File: src/rtl/mips_ctrl_pkg.sv
// Shared encodings for the multi-cycle MIPS control sequencer.
package mips_ctrl_pkg;

  typedef enum logic [3:0] {
    ST_RST    = 4'd0,
    ST_FETCH  = 4'd1,
    ST_DECODE = 4'd2,
    ST_MEMADR = 4'd3,
    ST_MEMRD  = 4'd4,
    ST_MEMWB  = 4'd5,
    ST_MEMWR  = 4'd6,
    ST_RTEXE  = 4'd7,
    ST_RTWB   = 4'd8,
    ST_BEQ    = 4'd9,
    ST_ADDIEX = 4'd10,
    ST_ADDIWB = 4'd11,
    ST_JMP    = 4'd12,
    ST_JAL    = 4'd13,
    ST_JR     = 4'd14
  } state_t;

  localparam logic [5:0] OP_RTYPE = 6'b000000;
  localparam logic [5:0] OP_LW    = 6'b100011;
  localparam logic [5:0] OP_SW    = 6'b101011;
  localparam logic [5:0] OP_BEQ   = 6'b000100;
  localparam logic [5:0] OP_ADDI  = 6'b001000;
  localparam logic [5:0] OP_J     = 6'b000010;
  localparam logic [5:0] OP_JAL   = 6'b000011;
  localparam logic [5:0] FN_JR    = 6'b001000;

  localparam logic [2:0] ALU_ADD   = 3'b000;
  localparam logic [2:0] ALU_SUB   = 3'b001;
  localparam logic [2:0] ALU_FUNCT = 3'b010;

  localparam logic [1:0] PCS_ALU    = 2'b00;
  localparam logic [1:0] PCS_ALUOUT = 2'b01;
  localparam logic [1:0] PCS_JUMP   = 2'b10;
  localparam logic [1:0] PCS_RS     = 2'b11;

  localparam logic [1:0] SRCB_RT      = 2'b00;
  localparam logic [1:0] SRCB_FOUR    = 2'b01;
  localparam logic [1:0] SRCB_IMM     = 2'b10;
  localparam logic [1:0] SRCB_IMM_SH2 = 2'b11;

  localparam logic [1:0] RD_RT = 2'b00;
  localparam logic [1:0] RD_RD = 2'b01;
  localparam logic [1:0] RD_RA = 2'b10;

  localparam logic [1:0] M2R_ALUOUT = 2'b00;
  localparam logic [1:0] M2R_MDR    = 2'b01;
  localparam logic [1:0] M2R_PC     = 2'b10;

  // States that hold a memory request open and are guarded by the watchdog.
  function automatic logic is_mem_wait(state_t s);
    return (s == ST_FETCH) || (s == ST_MEMRD) || (s == ST_MEMWR);
  endfunction

endpackage

File: src/rtl/mc_control_fsm_if.sv
// Memory-port handshake between the control sequencer and shared memory.
interface mc_control_fsm_if;
  logic mem_req;
  logic mem_read;
  logic mem_write;
  logic i_or_d;
  logic mem_ready;

  modport master (output mem_req, output mem_read, output mem_write,
                  output i_or_d, input mem_ready);
  modport slave  (input mem_req, input mem_read, input mem_write,
                  input i_or_d, output mem_ready);
endinterface

File: src/rtl/mem_wait_timer.sv
// Watchdog for memory states: counts not-ready cycles, flags a timeout.
module mem_wait_timer #(
  parameter int unsigned WAIT_MAX = 15,
  parameter int unsigned CNT_W    = 8
) (
  input  logic clk,
  input  logic reset,
  input  logic clear,
  input  logic enable,
  output logic timeout,
  output logic busy
);

  localparam logic [CNT_W-1:0] LIMIT = CNT_W'(WAIT_MAX);

  logic [CNT_W-1:0] count_q;

  // Wait counter: clear has priority so a state exit always restarts from zero.
  always_ff @(posedge clk) begin
    if (reset || clear) begin
      count_q <= '0;
    end else if (enable) begin
      count_q <= count_q + CNT_W'(1);
    end
  end

  assign timeout = enable && (count_q == LIMIT);
  assign busy    = (count_q != '0);

endmodule

File: src/rtl/mc_control_fsm.sv
// Multi-cycle MIPS control sequencer: FETCH/DECODE/EXECUTE/MEM/WRITEBACK.
module mc_control_fsm
  import mips_ctrl_pkg::*;
#(
  parameter int unsigned WAIT_MAX = 15,
  parameter int unsigned CNT_W    = 8
) (
  input  logic                    clk,
  input  logic                    reset,
  input  logic [5:0]              opcode,
  input  logic [5:0]              funct,
  input  logic                    zero,
  mc_control_fsm_if.master        bus,
  output logic                    ir_write,
  output logic                    pc_write,
  output logic                    pc_write_cond,
  output logic [1:0]              pc_source,
  output logic                    alu_src_a,
  output logic [1:0]              alu_src_b,
  output logic [2:0]              alu_op,
  output logic [1:0]              reg_dst,
  output logic [1:0]              mem_to_reg,
  output logic                    reg_write,
  output logic                    instr_done,
  output logic                    fault,
  output logic [3:0]              state_dbg
);

  state_t state_q, state_d;
  logic   fault_q;
  logic   set_fault;
  logic   wait_en;
  logic   wait_clear;
  logic   tmo;
  logic   tmr_busy;

  // Branch resolution happens in the datapath; busy is diagnostic only.
  logic unused_inputs;
  assign unused_inputs = zero ^ tmr_busy;

  // Counter runs only while a memory state is stalled; any exit (ready or
  // timeout) clears it, which also covers the FETCH->FETCH re-entry.
  assign wait_en    = is_mem_wait(state_q) && !bus.mem_ready;
  assign wait_clear = !wait_en || tmo;

  mem_wait_timer #(
    .WAIT_MAX (WAIT_MAX),
    .CNT_W    (CNT_W)
  ) u_timer (
    .clk     (clk),
    .reset   (reset),
    .clear   (wait_clear),
    .enable  (wait_en),
    .timeout (tmo),
    .busy    (tmr_busy)
  );

  // State and sticky fault registers.
  always_ff @(posedge clk) begin
    if (reset) begin
      state_q <= ST_RST;
      fault_q <= 1'b0;
    end else begin
      state_q <= state_d;
      if (set_fault) fault_q <= 1'b1;
    end
  end

  assign fault     = fault_q;
  assign state_dbg = state_q;

  // Next-state and control-point decode.
  always_comb begin
    state_d       = state_q;
    set_fault     = 1'b0;
    bus.mem_req   = 1'b0;
    bus.mem_read  = 1'b0;
    bus.mem_write = 1'b0;
    bus.i_or_d    = 1'b0;
    ir_write      = 1'b0;
    pc_write      = 1'b0;
    pc_write_cond = 1'b0;
    pc_source     = PCS_ALU;
    alu_src_a     = 1'b0;
    alu_src_b     = SRCB_RT;
    alu_op        = ALU_ADD;
    reg_dst       = RD_RT;
    mem_to_reg    = M2R_ALUOUT;
    reg_write     = 1'b0;
    instr_done    = 1'b0;

    unique case (state_q)
      ST_RST: state_d = ST_FETCH;

      ST_FETCH: begin
        bus.mem_req  = !tmo;
        bus.mem_read = !tmo;
        alu_src_b    = SRCB_FOUR;
        ir_write     = bus.mem_ready;
        pc_write     = bus.mem_ready;
        if (bus.mem_ready) begin
          state_d = ST_DECODE;
        end else if (tmo) begin
          set_fault = 1'b1;
          state_d   = ST_FETCH;
        end
      end

      ST_DECODE: begin
        alu_src_b = SRCB_IMM_SH2;
        unique case (opcode)
          OP_RTYPE:     state_d = (funct == FN_JR) ? ST_JR : ST_RTEXE;
          OP_LW, OP_SW: state_d = ST_MEMADR;
          OP_BEQ:       state_d = ST_BEQ;
          OP_ADDI:      state_d = ST_ADDIEX;
          OP_J:         state_d = ST_JMP;
          OP_JAL:       state_d = ST_JAL;
          default: begin
            set_fault  = 1'b1;
            instr_done = 1'b1;
            state_d    = ST_FETCH;
          end
        endcase
      end

      ST_RTEXE: begin
        alu_src_a = 1'b1;
        alu_op    = ALU_FUNCT;
        state_d   = ST_RTWB;
      end

      ST_RTWB: begin
        reg_dst    = RD_RD;
        reg_write  = 1'b1;
        instr_done = 1'b1;
        state_d    = ST_FETCH;
      end

      ST_MEMADR: begin
        alu_src_a = 1'b1;
        alu_src_b = SRCB_IMM;
        state_d   = (opcode == OP_SW) ? ST_MEMWR : ST_MEMRD;
      end

      ST_MEMRD: begin
        bus.mem_req  = !tmo;
        bus.mem_read = !tmo;
        bus.i_or_d   = 1'b1;
        if (bus.mem_ready) begin
          state_d = ST_MEMWB;
        end else if (tmo) begin
          set_fault = 1'b1;
          state_d   = ST_FETCH;
        end
      end

      ST_MEMWB: begin
        mem_to_reg = M2R_MDR;
        reg_write  = 1'b1;
        instr_done = 1'b1;
        state_d    = ST_FETCH;
      end

      ST_MEMWR: begin
        bus.mem_req   = !tmo;
        bus.mem_write = !tmo;
        bus.i_or_d    = 1'b1;
        if (bus.mem_ready) begin
          instr_done = 1'b1;
          state_d    = ST_FETCH;
        end else if (tmo) begin
          set_fault = 1'b1;
          state_d   = ST_FETCH;
        end
      end

      ST_BEQ: begin
        alu_src_a     = 1'b1;
        alu_op        = ALU_SUB;
        pc_write_cond = 1'b1;
        pc_source     = PCS_ALUOUT;
        instr_done    = 1'b1;
        state_d       = ST_FETCH;
      end

      ST_ADDIEX: begin
        alu_src_a = 1'b1;
        alu_src_b = SRCB_IMM;
        state_d   = ST_ADDIWB;
      end

      ST_ADDIWB: begin
        reg_write  = 1'b1;
        instr_done = 1'b1;
        state_d    = ST_FETCH;
      end

      ST_JMP: begin
        pc_write   = 1'b1;
        pc_source  = PCS_JUMP;
        instr_done = 1'b1;
        state_d    = ST_FETCH;
      end

      ST_JAL: begin
        pc_write   = 1'b1;
        pc_source  = PCS_JUMP;
        reg_dst    = RD_RA;
        mem_to_reg = M2R_PC;
        reg_write  = 1'b1;
        instr_done = 1'b1;
        state_d    = ST_FETCH;
      end

      ST_JR: begin
        pc_write   = 1'b1;
        pc_source  = PCS_RS;
        instr_done = 1'b1;
        state_d    = ST_FETCH;
      end

      default: state_d = ST_RST;
    endcase
  end

endmodule

File: src/flat_wrapper.sv
// flat-port wrapper written by rule: the top's interface ports become plain ports
module mc_control_fsm_flat import mips_ctrl_pkg::*;
#(
  parameter int unsigned WAIT_MAX = 15,
  parameter int unsigned CNT_W    = 8
)
  (clk, reset, opcode, funct, zero, ir_write, pc_write, pc_write_cond, pc_source, alu_src_a, alu_src_b, alu_op, reg_dst, mem_to_reg, reg_write, instr_done, fault, state_dbg, bus_mem_req, bus_mem_read, bus_mem_write, bus_i_or_d, bus_mem_ready);
  mc_control_fsm_if bus_i ();
  input  logic clk;
  input  logic reset;
  input  logic [5:0] opcode;
  input  logic [5:0] funct;
  input  logic zero;
  output logic ir_write;
  output logic pc_write;
  output logic pc_write_cond;
  output logic [1:0] pc_source;
  output logic alu_src_a;
  output logic [1:0] alu_src_b;
  output logic [2:0] alu_op;
  output logic [1:0] reg_dst;
  output logic [1:0] mem_to_reg;
  output logic reg_write;
  output logic instr_done;
  output logic fault;
  output logic [3:0] state_dbg;
  output wire logic [$bits(bus_i.mem_req)-1:0] bus_mem_req;
  output wire logic [$bits(bus_i.mem_read)-1:0] bus_mem_read;
  output wire logic [$bits(bus_i.mem_write)-1:0] bus_mem_write;
  output wire logic [$bits(bus_i.i_or_d)-1:0] bus_i_or_d;
  input wire logic [$bits(bus_i.mem_ready)-1:0] bus_mem_ready;
  assign bus_mem_req = bus_i.mem_req;
  assign bus_mem_read = bus_i.mem_read;
  assign bus_mem_write = bus_i.mem_write;
  assign bus_i_or_d = bus_i.i_or_d;
  assign bus_i.mem_ready = bus_mem_ready;
  mc_control_fsm #(.WAIT_MAX(WAIT_MAX), .CNT_W(CNT_W)) u_core (.clk(clk), .reset(reset), .opcode(opcode), .funct(funct), .zero(zero), .bus(bus_i), .ir_write(ir_write), .pc_write(pc_write), .pc_write_cond(pc_write_cond), .pc_source(pc_source), .alu_src_a(alu_src_a), .alu_src_b(alu_src_b), .alu_op(alu_op), .reg_dst(reg_dst), .mem_to_reg(mem_to_reg), .reg_write(reg_write), .instr_done(instr_done), .fault(fault), .state_dbg(state_dbg));
endmodule
File: config.mk
export PLATFORM = sky130hd
export DESIGN_NAME = mc_control_fsm_flat
export DESIGN_NICKNAME = d
export VERILOG_FILES = /design/src/rtl/mips_ctrl_pkg.sv /design/src/rtl/mc_control_fsm_if.sv /design/src/rtl/mem_wait_timer.sv /design/src/rtl/mc_control_fsm.sv /design/src/flat_wrapper.sv
export SDC_FILE = /design/constraint.sdc
export NUM_CORES = 1
export LEC_CHECK = 0
export BUFFER_PORTS_ARGS = -buffer_cell sky130_fd_sc_hd__buf_4
export CAP_MARGIN = 30
export CORE_MARGIN = 2
export CORE_UTILIZATION = 52
export CTS_CLUSTER_DIAMETER = 120
export DETAILED_ROUTE_END_ITERATION = 8
export PLACE_DENSITY = 0.84
export SLEW_MARGIN = 20
export SYNTH_ARGS = -nofsm -noshare
export SYNTH_HDL_FRONTEND = slang
export SYNTH_HIERARCHICAL = 1
export SYNTH_SLANG_ARGS = --single-unit
export TNS_END_PERCENT = 20
File: constraint.sdc
create_clock -name clk -period 3.8 [get_ports clk]
set_clock_uncertainty 0.1 [all_clocks]
set_input_delay 0.19 -clock clk [delete_from_list [all_inputs] [get_ports clk]]
set_output_delay 0.19 -clock clk [all_outputs]
set_load 0.05 [all_outputs]
==> summary.md, run 1 <==
| Metric | Value |
|---|---|
| Port Buffers | 39 |
| Slew Limit Headroom | 57.3% |
| Syn Area/Cell | 7.40 sq um |
| Routability cong. | 0.909 |
| Total track usage | 21.8% |
| RSZ-0062 raised after global routing | false |
| Non-filler instance count after layout | 207 |
| Longest Clk Path Bufs | 2 |
| WS Path Type | reg -> out |
| WP data required | 3.51 ns |
| Worst min path class | in -> reg |
| Initial core utilization | 55.8% |
| Initial DRC count | 35 |
| I/O pin cnt | 42 |
| Hold Path Origin | reset |
| Worst r2r src | u_core/state_dbg[2]$_SDFF_PP0_ |
| Routed length per instance | about 13 um |
| H-tree depth | 1 |
| Max-Cap Viols | 0 |
| CTS tree | built |
| Power density cells | 253 mW/mm^2 |
| Total power draw | 348 uW |
| Met2 GRT Util | 36.8% |
| # clock sinks | 13 |
| Largest net degree at the start of global routing | 20 |
| Core ar. | 0.00200 sq mm |
| First-pass GRT wire length | 4.35 mm |
| Die Span Y | 50.4 um |
| Post-CTS setup repair buffer count | 0 |
| Status | complete, no violations |
| Worst-path clk slew | 0.07 ns |
| Hpwl dp | between 2 and 2.5 mm |
| Clk root buf | clkbuf_4 |
| CP Launch Point | u_core/state_dbg[2]$_SDFF_PP0_ |
| Post_cts resized | 0 |
| Post-synthesis cell area | 0.00112 sq mm |
| Mapped Cells | 151 |
| Syn Nets | 169 |
| DRC violations left | 0 |
| Post-layout min period | 2.94 ns |
| GRT busiest layer | met2 |
| Nets | between 150 and 200 |
| Final setup violation count | 0 |
| Period utilization | between 70% and 80% |
| Crit path DAT | 2.65 ns |
| Met3 Usage GRT | about 3.9% |
| Worst Setup Start Kind | flip-flop |
| Die width | just over 50 um |
| Hold-fix buffers at CTS | 0 |
| Row count | 16 |
| Vias in the first global route | 1032 |
| Ant diodes | 0 |
| Lkg Pwr | about 0.00056 uW |
| Final Util | 68.7% |
| VDD IR-drop max | roughly 0.00019 V |
| Layout area overhead | 23.1% |
| Final WL | 2.66 mm |
| Final Hold Viols | 0 |
| Routed vias/inst | slightly below 6 |
| Dpl cells | 203 |
| Total gr overflow | 0 |
| Met1 usage | 27.4% |
| Worst Path Max Fanout | 19 |
| Setup TNS | 0 ns |
| Worst Tran Pin Value | ~0.64 ns |
| Num CTS Buffers | 3 |
| Min Hold Slack | 0.0208 ns |
| Fmax | around 0.34 GHz |
| Worst-Skew Late Latency | 0.27 ns |
| CP Capture Type | primary output |
| Die area | 0.00254 sq mm |
| Vias | 1203 |
| Yosys Warn Count | 6 |
| Layout cells sized above 1 | 28.3% |
| Number of detailed-route iterations in the first pass | 5 |
| Detail Route Antenna Nets | 0 |
| Max-slew violation count | 0 |
| Initial antenna violation count | 0 |
## worst max-delay path, cell delays in order, from the launching register on
cell     delay (ns)
dfxtp_1        0.73
nor2b_1        0.33
o21a_1         0.34
nand4_1        0.19
nor2_1         0.45
nor3_1         0.12
buf_4          0.22
## cell usage in the layout (no fill, tap or decap), drive strengths merged, types with 2 or more instances in the layout
| master | count |
|---|---|
| o22ai | 2 |
| and3 | 4 |
| nand3 | 4 |
| o21ai | 6 |
| dfxtp | 13 |
| a31oi | 2 |
| a32oi | 2 |
| ha | 2 |
| and2 | 2 |
| a211oi | 3 |
| xor2 | 4 |
| nor2 | 21 |
| buf | 39 |
| clkbuf | 4 |
| a21oi | 8 |
| xnor2 | 2 |
| or3 | 3 |
| nor3 | 7 |
| nor4 | 7 |
| nand4 | 4 |
| nor2b | 3 |
| or2 | 2 |
| nand2b | 7 |
| inv | 6 |
| mux2i | 2 |
| nand2 | 7 |
## registers in the layout (all words and copies together) (netlist names)
name                    cells
u_core/fault                1
u_core/state_dbg            4
u_core/u_timer/count_q      8
## area by class of cell
class | instances | area [sq um]
clock buffers | 4 | 26.3
flip-flops and latches | 13 | 260
well taps | 27 | 33.8
fillers | 176 | 627
multi-input cells | 118 | 739
inverters | 6 | 22.5
repair buffers | 39 | 293
## metal layers
metal	share of wire, %	wire (um)	up-vias
li1	-	-	598
met2	46	1230	52
met4	1.0	27	0
met1	47	1240	551
met5	0	0	-
met3	6.1	161	2
## final timing paths
kind / slack [ns] / endpoint / depth (start not counted)
worst max-delay path: 0.86 / bus_mem_req / 6
worst min-delay path: 0.02 / u_core/state_dbg[3]$_SDFF_PP0_ / 2
worst min register to register: 0.39 / u_core/u_timer/count_q[7]$_SDFFE_PP0P_ / 2
worst max register to register: 1.04 / u_core/state_dbg[2]$_SDFF_PP0_ / 8
## report_power, final
part           total, uW  internal [uW]  switching, uW
clock network       82.6           40.6           42.0
logic                117           42.3           74.9
registers            148            139           9.01
total                348            222            126
## stage by stage
step,instance area (sq um),worst slack (ns)
after floorplan,1120,0.314
after global placement,1350,1.13
after detailed placement,1350,1.09
after CTS,1380,0.889
after global routing,1380,0.595
final,1380,0.863
(Power assumes the default switching activity.)
==> inputs of run 2 (changes only) <==
--- a/config.mk
+++ b/config.mk
@@ -5,13 +5,14 @@
 export SDC_FILE = /design/constraint.sdc
 export NUM_CORES = 1
 export LEC_CHECK = 0
+export ABC_AREA = 1
 export BUFFER_PORTS_ARGS = -buffer_cell sky130_fd_sc_hd__buf_4
 export CAP_MARGIN = 30
 export CORE_MARGIN = 2
-export CORE_UTILIZATION = 52
+export CORE_UTILIZATION = 45
 export CTS_CLUSTER_DIAMETER = 120
 export DETAILED_ROUTE_END_ITERATION = 8
-export PLACE_DENSITY = 0.84
+export PLACE_DENSITY = 0.76
 export SLEW_MARGIN = 20
 export SYNTH_ARGS = -nofsm -noshare
 export SYNTH_HDL_FRONTEND = slang
==> constraint.sdc (replaced) <==
create_clock -name clk -period 2.5 [get_ports clk]
set_clock_uncertainty 0.1 [all_clocks]
set_input_delay 0.125 -clock clk [delete_from_list [all_inputs] [get_ports clk]]
set_output_delay 0.125 -clock clk [all_outputs]
set_load 0.05 [all_outputs]
==> summary.md, run 2 <==
| Metric | Value |
|---|---|
| Status | complete, no violations |
| Post-CTS setup repair buffer count | 0 (unchanged) |
| Worst Path Buf+Inv | 4 (+3) |
| Worst-path clk slew | 0.08 ns (about the same) |
| Worst min path class | in -> reg |
| Num CTS Buffers | 3 (unchanged) |
| Routed length per instance | 10.0 um (-22%) |
| Total track usage | 21.2% (-0.61 points) |
| Most flops, register | u_core/u_timer/count_q |
| Worst Path Max Fanout | 5 (-14) |
| R2R Setup Slk | 0.32 ns (-0.72 ns) |
| Most frequent cells in the layout | 45 x buf_4, 41 x nor2_1, 39 x nand2_1, 33 x inv_1, 15 x nand3_1 |
| DRC violations left | 0 (unchanged) |
| Lkg Pwr | 0.000832 uW (+47%) |
| Routability cong. | 0.806 (-11%) |
| Number of detailed-route iterations in the first pass | 4 (-1) |
| Power density cells | 356 mW/mm^2 (+41%) |
| Initial antenna violation count | 0 (unchanged) |
| Slowest cell on crit path | dfxtp_1 |
| Worst-Skew Late Latency | 0.27 ns (about the same) |
| H-tree depth | 1 (unchanged) |
| Yosys Warn Count | 6 (unchanged) |
| WP data required | 2.28 ns (-1.23 ns) |
| CP Launch Point | u_core/state_dbg[2]$_SDFF_PP0_ |
| Layout cells sized above 1 | 28.1% (-0.22 points) |
| Die width | 55.1 um (+9.4%) |
| Critical Path Max Stage Delay | 0.36 ns (-0.37 ns) |
| Clock share of power | 22.8% (-1.0 points) |
| # clock sinks | 13 (unchanged) |
| Final setup violation count | 0 (unchanged) |
| Max-Cap Viols | 0 (unchanged) |
| Syn Nets | 222 (+31%) |
| Clk root buf | clkbuf_4 |
| Initial DRC count | 41 (+17%) |
| Crit path DAT | 2.08 ns (-0.57 ns) |
| Most used cell, CP | buf_4 |
| RSZ-0062 raised after global routing | false |
| Switching portion of total power | 37.9% (+1.7 points) |
| Comb power frac | 38.3% (+4.6 points) |
| Hold Path Origin | bus_mem_ready |
| Vias | 1321 (+9.8%) |
| Delay-heaviest family, CP | simple AND/OR/NAND/NOR gates |
| Vias in the first global route | 1127 (+9.2%) |
| WS Path Type | reg -> out |
| I/O pin cnt | 42 (unchanged) |
| Max-slew violation count | 0 (unchanged) |
| Sequential power share | 38.9% (-3.6 points) |
| Detail Route Antenna Nets | 0 (unchanged) |
| Ant diodes | 0 (unchanged) |
| CTS tree | built |
| Min Hold Slack | 0.217 ns (+0.196 ns) |
| Cell-by-cell trace of the critical path | buf_4 > nor2_2 > nand2_2 > nand2_2 > inv_2 > nor2_4 > nand3_1 > nor2_1 > and3_1 > buf_4 > a21oi_1 > buf_4 |
| Worst Setup Start Kind | flip-flop |
| Final Hold Viols | 0 (unchanged) |
| Total gr overflow | 0 (unchanged) |
| Largest net degree at the start of global routing | 9 (-55%) |
| VDD IR-drop max | 0.000320 V (+66%) |
| Syn Area/Cell | 5.75 sq um (-22%) |
| Port Buffers | 39 (unchanged) |
| Fmax | 0.434 GHz |
| First-pass GRT wire length | 4.73 mm (+8.9%) |
| Total power draw | 552 uW (+59%) |
| Post_cts resized | 0 (unchanged) |
| Core ar. | 0.00248 sq mm (+24%) |
| Post-synthesis cell area | 0.00117 sq mm (+5.0%) |
| Sw Pwr | 209 uW (+66%) |
| Initial core utilization | 47.4% (-8.4 points) |
| Post-layout min period | about 2.3 ns |
| Hpwl dp | 2.32 mm (+16%) |
| CP Capture Type | primary output |
| Routed vias/inst | 4.73 (-19%) |
| Final WL | 2.80 mm (+5.2%) |
| Mapped Cells | 204 (+35%) |
| Max reg flops | 8 (unchanged) |
| Row count | 18 (+2) |
| Fillers | 255 (+45%) |
| Longest Clk Path Bufs | 2 (unchanged) |
| Internal power | 343 uW (+55%) |
| Most common cell after layout, fill and taps aside | buf_4 |
| Layout area overhead | 32.0% |
| Die Span Y | 55.1 um (+9.4%) |
| Die area | 0.00303 sq mm (+20%) |
| Worst r2r src | u_core/state_dbg[2]$_SDFF_PP0_ |
| Period utilization | 92.2% |
| Nets | 268 (+35%) |
[run 2: path summary, 6_finish.rpt]
| kind | cells past startpoint | to |
|---|---|---|
| setup reg to reg | 17 | u_core/state_dbg[0]$_SDFF_PP0_ |
| hold / removal | 4 | u_core/u_timer/count_q[0]$_SDFFE_PP0P_ |
| hold reg to reg | 2 | u_core/u_timer/count_q[3]$_SDFFE_PP0P_ |
| setup / recovery | 12 | bus_mem_read |
[run 2: cell type report]
| type | instances | area (sq um) | area share, % |
|---|---|---|---|
| inverters | 38 | 143 | 9.21 |
| clock buffers | 4 | 26.3 | 1.70 |
| flip-flops and latches | 13 | 260 | 16.8 |
| repair buffers | 46 | 348 | 22.5 |
| well taps | 30 | 37.5 | 2.42 |
| multi-input cells | 148 | 734 | 47.4 |
[run 2: what timing repair did]
item / in CTS / in global routing
hold buffers: 1 / 0
hold endpoints to repair: 4 / 0
endpoints found under the setup margin: 0 / 0
[run 2: routing by layer]
metal	track usage, %	share of wire, %	wire length (um)
met1	31.5	51	1430
met2	32.5	45	1270
met3	2.42	2.8	77
met4	4.88	0.68	19
met5	0	0	0
[run 2: power groups by stage]
stage          clock [uW]  sequential, uW  combinational (uW)
2_1_floorplan           0             235                 126
3_3_place_gp            0             220                 209
3_5_place_dp            0             220                 210
4_1_cts               128             215                 211
5_1_grt               138             215                 230
6_report              126             215                 211
[run 2: through the flow]
step / setup WS, ns / cell area, sq um / util (%) / TNS (ns) / std cells
floorplan: -0.0505 / 1180 / - / -0.106 / 204
global placement: 0.395 / 1510 / 61.1 / 0 / 274
detailed placement: 0.368 / 1510 / 61.1 / 0 / 274
CTS: 0.197 / 1550 / 62.5 / 0 / 279
global route: 0.0643 / 1550 / 62.5 / 0 / 279
finish: 0.194 / 1550 / 62.5 / 0 / 279
[run 2: worst register-to-register path: stages (launching register included)]
cell and delay (ns):
dfxtp_1 0.36, buf_4 0.17, nor2_2 0.13, nand2_2 0.10, nand2_2 0.07, inv_2 0.04
nor2_4 0.08, nand3_1 0.09, nor2_1 0.16, and3_1 0.23, inv_1 0.09, nand2_1 0.08
nand3_1 0.07, nand2_1 0.06, nor2_1 0.05, nand2_1 0.08, nor2_1 0.05, a21oi_1 0.11
